<file path="config.mk">
export PLATFORM = sky130hd
export DESIGN_NAME = mux_nto1_seq
export DESIGN_NICKNAME = d
export VERILOG_FILES = /design/src/rtl/mux_nto1_seq_pkg.sv /design/src/rtl/mux_nto1_seq_rr_pick.sv /design/src/rtl/mux_nto1_seq.sv
export SDC_FILE = /design/constraint.sdc
export NUM_CORES = 1
export LEC_CHECK = 0
export CORE_MARGIN = 2
export CORE_UTILIZATION = 25
export DETAILED_ROUTE_END_ITERATION = 12
export PLACE_DENSITY = 0.54
export SLEW_MARGIN = 30
export SYNTH_ARGS = -nofsm -noshare
export SYNTH_HDL_FRONTEND = slang
export SYNTH_SLANG_ARGS = --single-unit
</file>
<file path="constraint.sdc">
create_clock -name clk -period 2.8 [get_ports clk]
set_input_delay 0.28 -clock clk [delete_from_list [all_inputs] [get_ports clk]]
set_output_delay 0.28 -clock clk [all_outputs]
set_load 0.02 [all_outputs]
</file>
<file path="src/rtl/mux_nto1_seq_pkg.sv">
`default_nettype none
// ============================================================================
// Module      : mux_nto1_seq_pkg
// Description : Shared definitions for the N-to-1 sequential mux family.
// Revision    : 1.0 - initial release
// ============================================================================
package mux_nto1_seq_pkg;

  // Selection mode encodings driven on the mode input
  localparam logic MODE_MANUAL = 1'b0;
  localparam logic MODE_SCAN   = 1'b1;

endpackage : mux_nto1_seq_pkg
`default_nettype wire

</file>
<file path="src/rtl/mux_nto1_seq_rr_pick.sv">
`default_nettype none
// ============================================================================
// Module      : rr_pick
// Description : Combinational round-robin picker. Finds the first set request
//               starting at (ptr+1) mod NCH and wrapping upward.
// Revision    : 1.0 - initial release
// ============================================================================
module rr_pick #(
  parameter int NCH = 4,
  localparam int SW = $clog2(NCH)
) (
  input  logic [NCH-1:0] req,
  input  logic [SW-1:0]  ptr,
  output logic           gnt_valid,
  output logic [SW-1:0]  gnt_idx
);

  // Rotate the requests so bit 0 is the channel after ptr, then take the
  // lowest set bit and map it back to an absolute channel index.
  always_comb begin
    int base;
    int c;
    logic [2*NCH-1:0] dbl;
    gnt_valid = 1'b0;
    gnt_idx   = '0;
    base      = int'(ptr) + 1;
    dbl       = {req, req} >> base;
    c         = 0;
    for (int j = NCH - 1; j >= 0; j--) begin
      if (dbl[j]) begin
        c = base + j;
        if (c >= NCH) c = c - NCH;
        if (c >= NCH) c = c - NCH;
        gnt_valid = 1'b1;
        gnt_idx   = SW'(c);
      end
    end
  end

endmodule : rr_pick
`default_nettype wire

</file>
<file path="src/rtl/mux_nto1_seq.sv">
`default_nettype none
// ============================================================================
// Module      : mux_nto1_seq
// Description : N-to-1 registered mux with manual select or round-robin scan,
//               a valid/ready output register and a one-hot capture ack.
// Revision    : 1.0 - initial release
// ============================================================================
module mux_nto1_seq
  import mux_nto1_seq_pkg::*;
#(
  parameter int NCH = 4,
  parameter int W   = 8,
  localparam int SW = $clog2(NCH)
) (
  input  logic             clk,
  input  logic             rst,
  input  logic [NCH*W-1:0] in_data,
  input  logic [NCH-1:0]   in_valid,
  input  logic             mode,
  input  logic [SW-1:0]    sel,
  output logic [W-1:0]     out_data,
  output logic [SW-1:0]    out_ch,
  output logic             out_valid,
  input  logic             out_ready,
  output logic [NCH-1:0]   in_ack
);

  localparam logic [SW-1:0] PTR_RESET = SW'(NCH - 1);

  logic [W-1:0]  out_data_q,  out_data_d;
  logic [SW-1:0] out_ch_q,    out_ch_d;
  logic          out_valid_q, out_valid_d;
  logic [SW-1:0] ptr_q,       ptr_d;

  logic          rr_valid;
  logic [SW-1:0] rr_idx;
  logic          man_valid;
  logic          grant_valid;
  logic [SW-1:0] grant_idx;
  logic [W-1:0]  grant_data;
  logic          free;
  logic          capture;

  rr_pick #(
    .NCH (NCH)
  ) u_rr_pick (
    .req       (in_valid),
    .ptr       (ptr_q),
    .gnt_valid (rr_valid),
    .gnt_idx   (rr_idx)
  );

  // Manual grant: sel must name an existing channel that has valid data
  always_comb begin
    man_valid = 1'b0;
    for (int k = 0; k < NCH; k++) begin
      if (sel == SW'(k) && in_valid[k]) man_valid = 1'b1;
    end
  end

  // Grant selection by mode, data mux, capture decision and one-hot ack
  always_comb begin
    grant_valid = 1'b0;
    grant_idx   = '0;
    case (mode)
      MODE_MANUAL: begin
        grant_valid = man_valid;
        grant_idx   = sel;
      end
      MODE_SCAN: begin
        grant_valid = rr_valid;
        grant_idx   = rr_idx;
      end
      default: begin
        grant_valid = 1'b0;
        grant_idx   = '0;
      end
    endcase
    grant_data = '0;
    for (int k = 0; k < NCH; k++) begin
      if (grant_idx == SW'(k)) grant_data = in_data[k*W +: W];
    end
    free    = !out_valid_q || out_ready;
    capture = free && grant_valid && !rst;
    in_ack  = '0;
    for (int k = 0; k < NCH; k++) begin
      in_ack[k] = capture && (grant_idx == SW'(k));
    end
  end

  // Next-state for the output register and the scan pointer
  always_comb begin
    out_valid_d = capture || (out_valid_q && !out_ready);
    out_data_d  = capture ? grant_data : out_data_q;
    out_ch_d    = capture ? grant_idx  : out_ch_q;
    ptr_d       = (capture && mode == MODE_SCAN) ? grant_idx : ptr_q;
  end

  // Output register and pointer; reset parks ptr so scanning starts at ch 0
  always_ff @(posedge clk or posedge rst) begin
    if (rst) begin
      out_valid_q <= 1'b0;
      out_data_q  <= '0;
      out_ch_q    <= '0;
      ptr_q       <= PTR_RESET;
    end else begin
      out_valid_q <= out_valid_d;
      out_data_q  <= out_data_d;
      out_ch_q    <= out_ch_d;
      ptr_q       <= ptr_d;
    end
  end

  assign out_data  = out_data_q;
  assign out_ch    = out_ch_q;
  assign out_valid = out_valid_q;

endmodule : mux_nto1_seq
`default_nettype wire
</file>
* After elaboration in Yosys (flattened, before gate mapping)
Index checks and enable logic that the tools add are counted.
Storage, ports and cells: bits in registers 13, latch bits 0, RAM bits 0, ROM bits 0, input bits 42, output and inout port bits 15, logic and storage cells 81, memories 0
Cells by class: add/subtract/negate cells 12, multipliers 0, divide/modulo/power cells 0, order comparisons 8, eq/ne operators 6, shift-type cells 1, multiplexer cells 30, bitwise logic cells 1, reductions and logical operators 19
Operators with widths (count):
- greater-or-equal comparator 32 x 4 -> 1 bit (second input constant) | 8
- 2-to-1 mux 32 bit | 8
- subtractor 32 x 4 -> 32 bit (second input constant) | 4
- adder 32 x 3 -> 32 bit (second input constant) | 2
- adder 32 x 2 -> 32 bit (second input constant) | 1
- 2-to-1 mux 8 bit | 4
- right shift 8 x 32 -> 4 bit | 1
- 2-to-1 mux 2 bit | 8
- logical AND 1 bit | 12
- == test 2 bit (second input constant) | 4
- 2-to-1 mux 1 bit | 8
- subtractor 2 x 1 -> 2 bit (second input constant) | 4
- == test 2 x 1 -> 1 bit (second input constant) | 2
- logical NOT 2 bit | 2
- one-hot mux 2 bit (2 select lines) | 1
- adder 2 x 1 -> 3 bit (second input constant) | 1
- logical NOT 1 bit | 3
- logical OR 1 bit | 2
- one-hot mux 1 bit (2 select lines) | 1
- NOT 1 bit | 1

* Depth between registers and ports, before layout
word-level depth 17, depth in mapped cells 7, gate-level depth less buffers 6

* Modules after synthesis
From an unflattened synthesis, not the netlist that was laid out.
Second synthesis, totals: cell total of the unflattened synthesis 71, area total of the unflattened synthesis 884.6 sq um
By module, submodules not included:
- mux_nto1_seq | times used 1, cells each 57, area an instance 798.3 sq um, seq. area each 327.8 sq um
- rr_pick | times used 1, cells each 14, area an instance 86.3 sq um, seq. area each 0.0 sq um

* Least setup slack after synthesis
No wires, ideal clock.
kind flip-flop to output port, from reg ptr_q[0], to out in_ack[1], data arrival time 1.843 ns, required time 2.520 ns, slack 0.677 ns, cell stages (with the launch flop) 7, buffers on the path 1, cells stage by stage dfstp_2 inv_1 a2111oi_2 a41oi_1 a31o_1 buf_6 nor3_1
Between the ends: cells in the longest elaborated chain, start to end 14, elaborated cells on any way between the ends 47, classes of those cells 12 x add/sub; 8 x order compare; 1 x eq/ne; 1 x shift; 22 x mux; 3 x reduce/logical
RTL lines:
- start, declared | line mux_nto1_seq.sv:33 | logic [SW-1:0] ptr_q, ptr_d;
- start signal, assigned | line mux_nto1_seq.sv:110 | ptr_q <= ptr_d;
- adder 2 x 1 -> 3 bit * | line mux_nto1_seq_rr_pick.sv:26 | base = int'(ptr) + 1;
- adder 32 x 3 -> 32 bit | line mux_nto1_seq_rr_pick.sv:31 | c = base + j;
- subtractor 32 x 4 -> 32 bit or greater-or-equal comparator 32 x 4 -> 1 bit (tied branches) | line mux_nto1_seq_rr_pick.sv:32 | if (c >= NCH) c = c - NCH;
- 2-to-1 mux 32 bit | line mux_nto1_seq_rr_pick.sv:32
- 2-to-1 mux 32 bit | line mux_nto1_seq_rr_pick.sv:30 | if (dbl[j]) begin
- greater-or-equal comparator 32 x 4 -> 1 bit or subtractor 2 x 1 -> 2 bit (tied branches) | line mux_nto1_seq_rr_pick.sv:33 | if (c >= NCH) c = c - NCH;
- 2-to-1 mux 2 bit | line mux_nto1_seq_rr_pick.sv:33
- 2-to-1 mux 2 bit (4 in a row) | line mux_nto1_seq_rr_pick.sv:30
- one-hot mux 2 bit (2 select lines) | line mux_nto1_seq.sv:65 | case (mode)
- == test 2 x 1 -> 1 bit | line mux_nto1_seq.sv:87 | in_ack[k] = capture && (grant_idx == SW'(k));
- logical AND 1 bit * | line mux_nto1_seq.sv:87
- end, declared | line mux_nto1_seq.sv:25 | output logic [NCH-1:0] in_ack
Every way passes the cells marked *; elsewhere a longest branch is shown, timed or not. The select of a mux whose other input is x is not followed.

* Final worst setup path
from in in_valid[1], to out in_ack[2]
Between the ends: cells in the longest elaborated chain, start to end 9, elaborated cells on any way between the ends 19, classes of those cells 1 x eq/ne; 1 x shift; 13 x mux; 4 x reduce/logical
RTL lines:
- start, declared | line mux_nto1_seq.sv:18 | input logic [NCH-1:0] in_valid,
- right shift 8 x 32 -> 4 bit | line mux_nto1_seq_rr_pick.sv:27 | dbl = {req, req} >> base;
- 2-to-1 mux 1 bit (4 in a row) | line mux_nto1_seq_rr_pick.sv:30
- one-hot mux 1 bit (2 select lines) | line mux_nto1_seq.sv:65
- logical AND 1 bit (2 in a row) | line mux_nto1_seq.sv:84 | capture = free && grant_valid && !rst;
- logical AND 1 bit * | line mux_nto1_seq.sv:87
Every way passes the cells marked *; elsewhere a longest branch is shown, timed or not.

==> results.py <==
metrics = {
    "setup_path": {
        "r2r_cells": 7,
        "end_kind": "output port",
        "crit_type": "input pin to output port",
        "reg2reg_slack_ps": 530,
        "crit_fanout": 7,
        "crit_required_ps": 2520,
        "critPathLaunchType": "input pin",
        "r2r_end": "out_data[0]$_DFFE_PP0P_",
        "critPathArrivalTime_ps": 2430,
        "r2r-start": "ptr_q[1]$_DFFE_PP1P_",
        "startpoint": "in_valid[1]",
    },
    "global_route": {
        "grt_pass1_wl_um": 5250,
        "grt_usage": 0.1549,
        "grt_max_degree": 14,
        "antenna_found_initial": 0,
        "grt_pass1_vias": 1174,
        "grt.overflow.total": 0,
    },
    "place": {
        "dpl-instance-area_um2": 1637,
        "globalplace.congestion": 0.8148,
        "dp_slack_ps": 55.94,
        "hpwl_um": 2593,
        "port_buffers": 56,
    },
    "sta": {
        "worst_pin_slew_ps": 562.9,
        "period_share": 0.9663,
        "grt_setup_unrepaired": "no",
        "slew_headroom": 0.6245,
        "finalMaxSlewViolations": 0,
        "hold_viol": 0,
        "min_period_ps": 2706,
        "setup_violations": 0,
        "hold_ws_ps": 422.8,
        "finalWorstSetupSlack_ps": 94.29,
        "tns_ps": 0,
        "max_clock_freq_ghz": 0.3696,
        "skew_ps": 1.993,
    },
    "finish": {
        "num_antenna_cells": 0,
        "final_layout_size_suffix_gt1_frac": 0.1497,
        "fin_area_um2": 1689,
        "area_delta_synth_final_pct": 71.10,
        "fillers": 376,
        "nNetsFinal": 210,
    },
    "routing": {
        "antenna_left": 0,
        "drt-pass1-iter-count": 4,
        "drt_iter0_markers": 31,
        "drc": 0,
        "routed-via-count": 1090,
        "routed_wl_um": 3280,
        "via_per_inst": 5.070,
        "wl_per_cell_um": 15.26,
    },
    "logic_synthesis": {
        "ys_warn_count": 0,
        "yosys.area_share.simple": 0.1901,
        "synth_seq_cells": 13,
        "netlist_area_um2": 987.2,
        "synth_area_leader_cell": "dfrtp_1",
        "synthXorXnorAreaFrac": 0,
        "synth_area_leaders": "dfrtp_1 28%, mux2i_1 9.1%, a2111oi_2 9.1%",
        "yosys-top-cells-count": "14 x nor2_1, 11 x dfrtp_1, 9 x mux2i_1",
        "synth_top_area_share": 0.2788,
        "yosysMostFrequentCell": "nor2_1",
        "synthAdderAreaFrac": 0,
        "synth_compound_area_frac": 0.2902,
        "synth_edf_count": 0,
        "ys_seq_area_frac": 0.3321,
        "syn-num-nets": 146,
        "avgSynthCellArea_um2": 9.492,
        "synthFlopType": "dfrtp_1",
        "yosysUniqueCellTypes": 35,
        "synthMuxAreaShare": 0.1141,
        "ys_async_sr_fraction": 1.000,
        "syn_inst": 104,
        "synth_top_family_by_area": "compound AO/OA/AOI/OAI gates",
    },
    "floorplanning": {
        "rows": 22,
        "ioPinCount": 57,
        "core_um2": 3716,
        "initial_utilization": 0.2657,
        "die_x_um": 66.84,
        "die_area_um2": 4468,
        "die_height_um": 66.84,
    },
    "clocking": {
        "cts.clk_slew.worst_paths_ps": 60,
        "cts_root_buffer": "clkbuf_8",
        "clock_path_buffers": 2,
        "cts_tree": "built",
        "hold_buffers": 0,
        "postCtsSetupRepairBufs": 0,
        "htree_levels": 1,
        "cts.sinks": 13,
        "clk_latency_ps": 250,
        "cts_made_buffers": 3,
        "cts_resized": 0,
    },
    "flow_run": {
        "cap_violations": 0,
    },
    "power": {
        "ir_worst_vdd_mv": 0.2566,
        "p_per_area_nw_per_um2": 603.3,
        "p_leak_nw": 0.7004,
    },
    "min_path": {
        "hold_class": "input pin to asynchronous set/reset pin",
    },
    "status": {
        "status": "complete, no violations",
    },
}
==> registers in the layout (all words and copies together) (netlist names) <==
| signal | cells |
|---|---|
| out_data | 8 |
| out_ch | 2 |
| ptr_q | 2 |
| out_valid | 1 |
==> final cells by class <==
cell class	instances	area, um^2	share of cell area
well taps	48	60.06	0.03556
flip-flops and latches	13	327.8	0.1941
repair buffers	67	650.6	0.3852
multi-input cells	78	586.8	0.3474
clock buffers	4	45.04	0.02667
inverters	5	18.77	0.01111
==> layout by cell type (no fill, tap or decap) <==
cell type,netlist,final
nand2b_1,2,2
a31oi_1,1,1
and2_0,1,1
o211ai_1,1,1
a21oi_1,1,1
a41oi_1,2,2
inv_1,5,5
dlymetal6s2s_1,0,3
a2111oi_2,6,6
or2_1,1,1
nor2b_1,3,3
and3_1,1,1
nor3_1,1,1
a21oi_2,1,1
a211oi_1,8,8
dfstp_2,2,2
clkdlybuf4s50_1,0,53
o21ai_1,2,4
a31o_1,1,1
mux2i_1,9,9
nor2_1,14,14
a221oi_2,1,1
dfrtp_1,11,11
buf_4,1,11
nor4_1,1,1
clkbuf_8,0,3
and2_1,1,1
nand2_1,4,4
a311o_1,1,1
a2111oi_0,2,2
o21a_1,1,1
a21o_1,1,1
mux4_2,1,1
clkbuf_1,0,1
nor3b_1,7,7
o21ai_0,3,1
==> where the power goes <==
group	total, mW	internal (mW)	switching (mW)
Clock	0.177	0.101	0.0761
Sequential	0.302	0.260	0.0415
Combinational	0.541	0.270	0.270
Total	1.02	0.631	0.388
==> worst max-delay path, cell delays in order <==
cell             delay, ps
clkdlybuf4s50_1        580
inv_1                  100
a311o_1                380
a31o_1                 320
and3_1                 210
clkdlybuf4s50_1        550
==> kinds of logic (layout without fill, tap and decap cells) <==
| logic type | Yosys count | count (layout) |
|---|---|---|
| flops | 13 | 13 |
| mux | 10 | 10 |
| simple gates | 36 | 36 |
| compound gates | 32 | 32 |
| buf+inv | 13 | 76 |
==> per-layer routing <==
layer | routed length [um] | GRT usage | up-vias
met5 | 0 | 0 | -
met2 | 1621 | 0.2913 | 52
li1 | - | - | 514
met4 | 27 | 0.03061 | 0
met1 | 1362 | 0.1843 | 521
met3 | 269 | 0.02365 | 3
==> how the worst max path moves through the flow <==
| stage | to |
|---|---|
| floorplan | in_ack[1] |
| global placement | in_ack[1] |
| detailed placement | in_ack[1] |
| CTS | in_ack[1] |
| global route | in_ack[2] |
| finish | in_ack[2] |
==> through the flow <==
step,instances,utilization,power (mW)
global placement,211,0.4404,0.8415
global route,215,0.4545,1.087
floorplan,104,-,0.6017
finish,215,0.4545,1.019
detailed placement,211,0.4404,0.8457
CTS,215,0.4525,1.028
No activity file was read; power rests on OpenSTA's default activity.
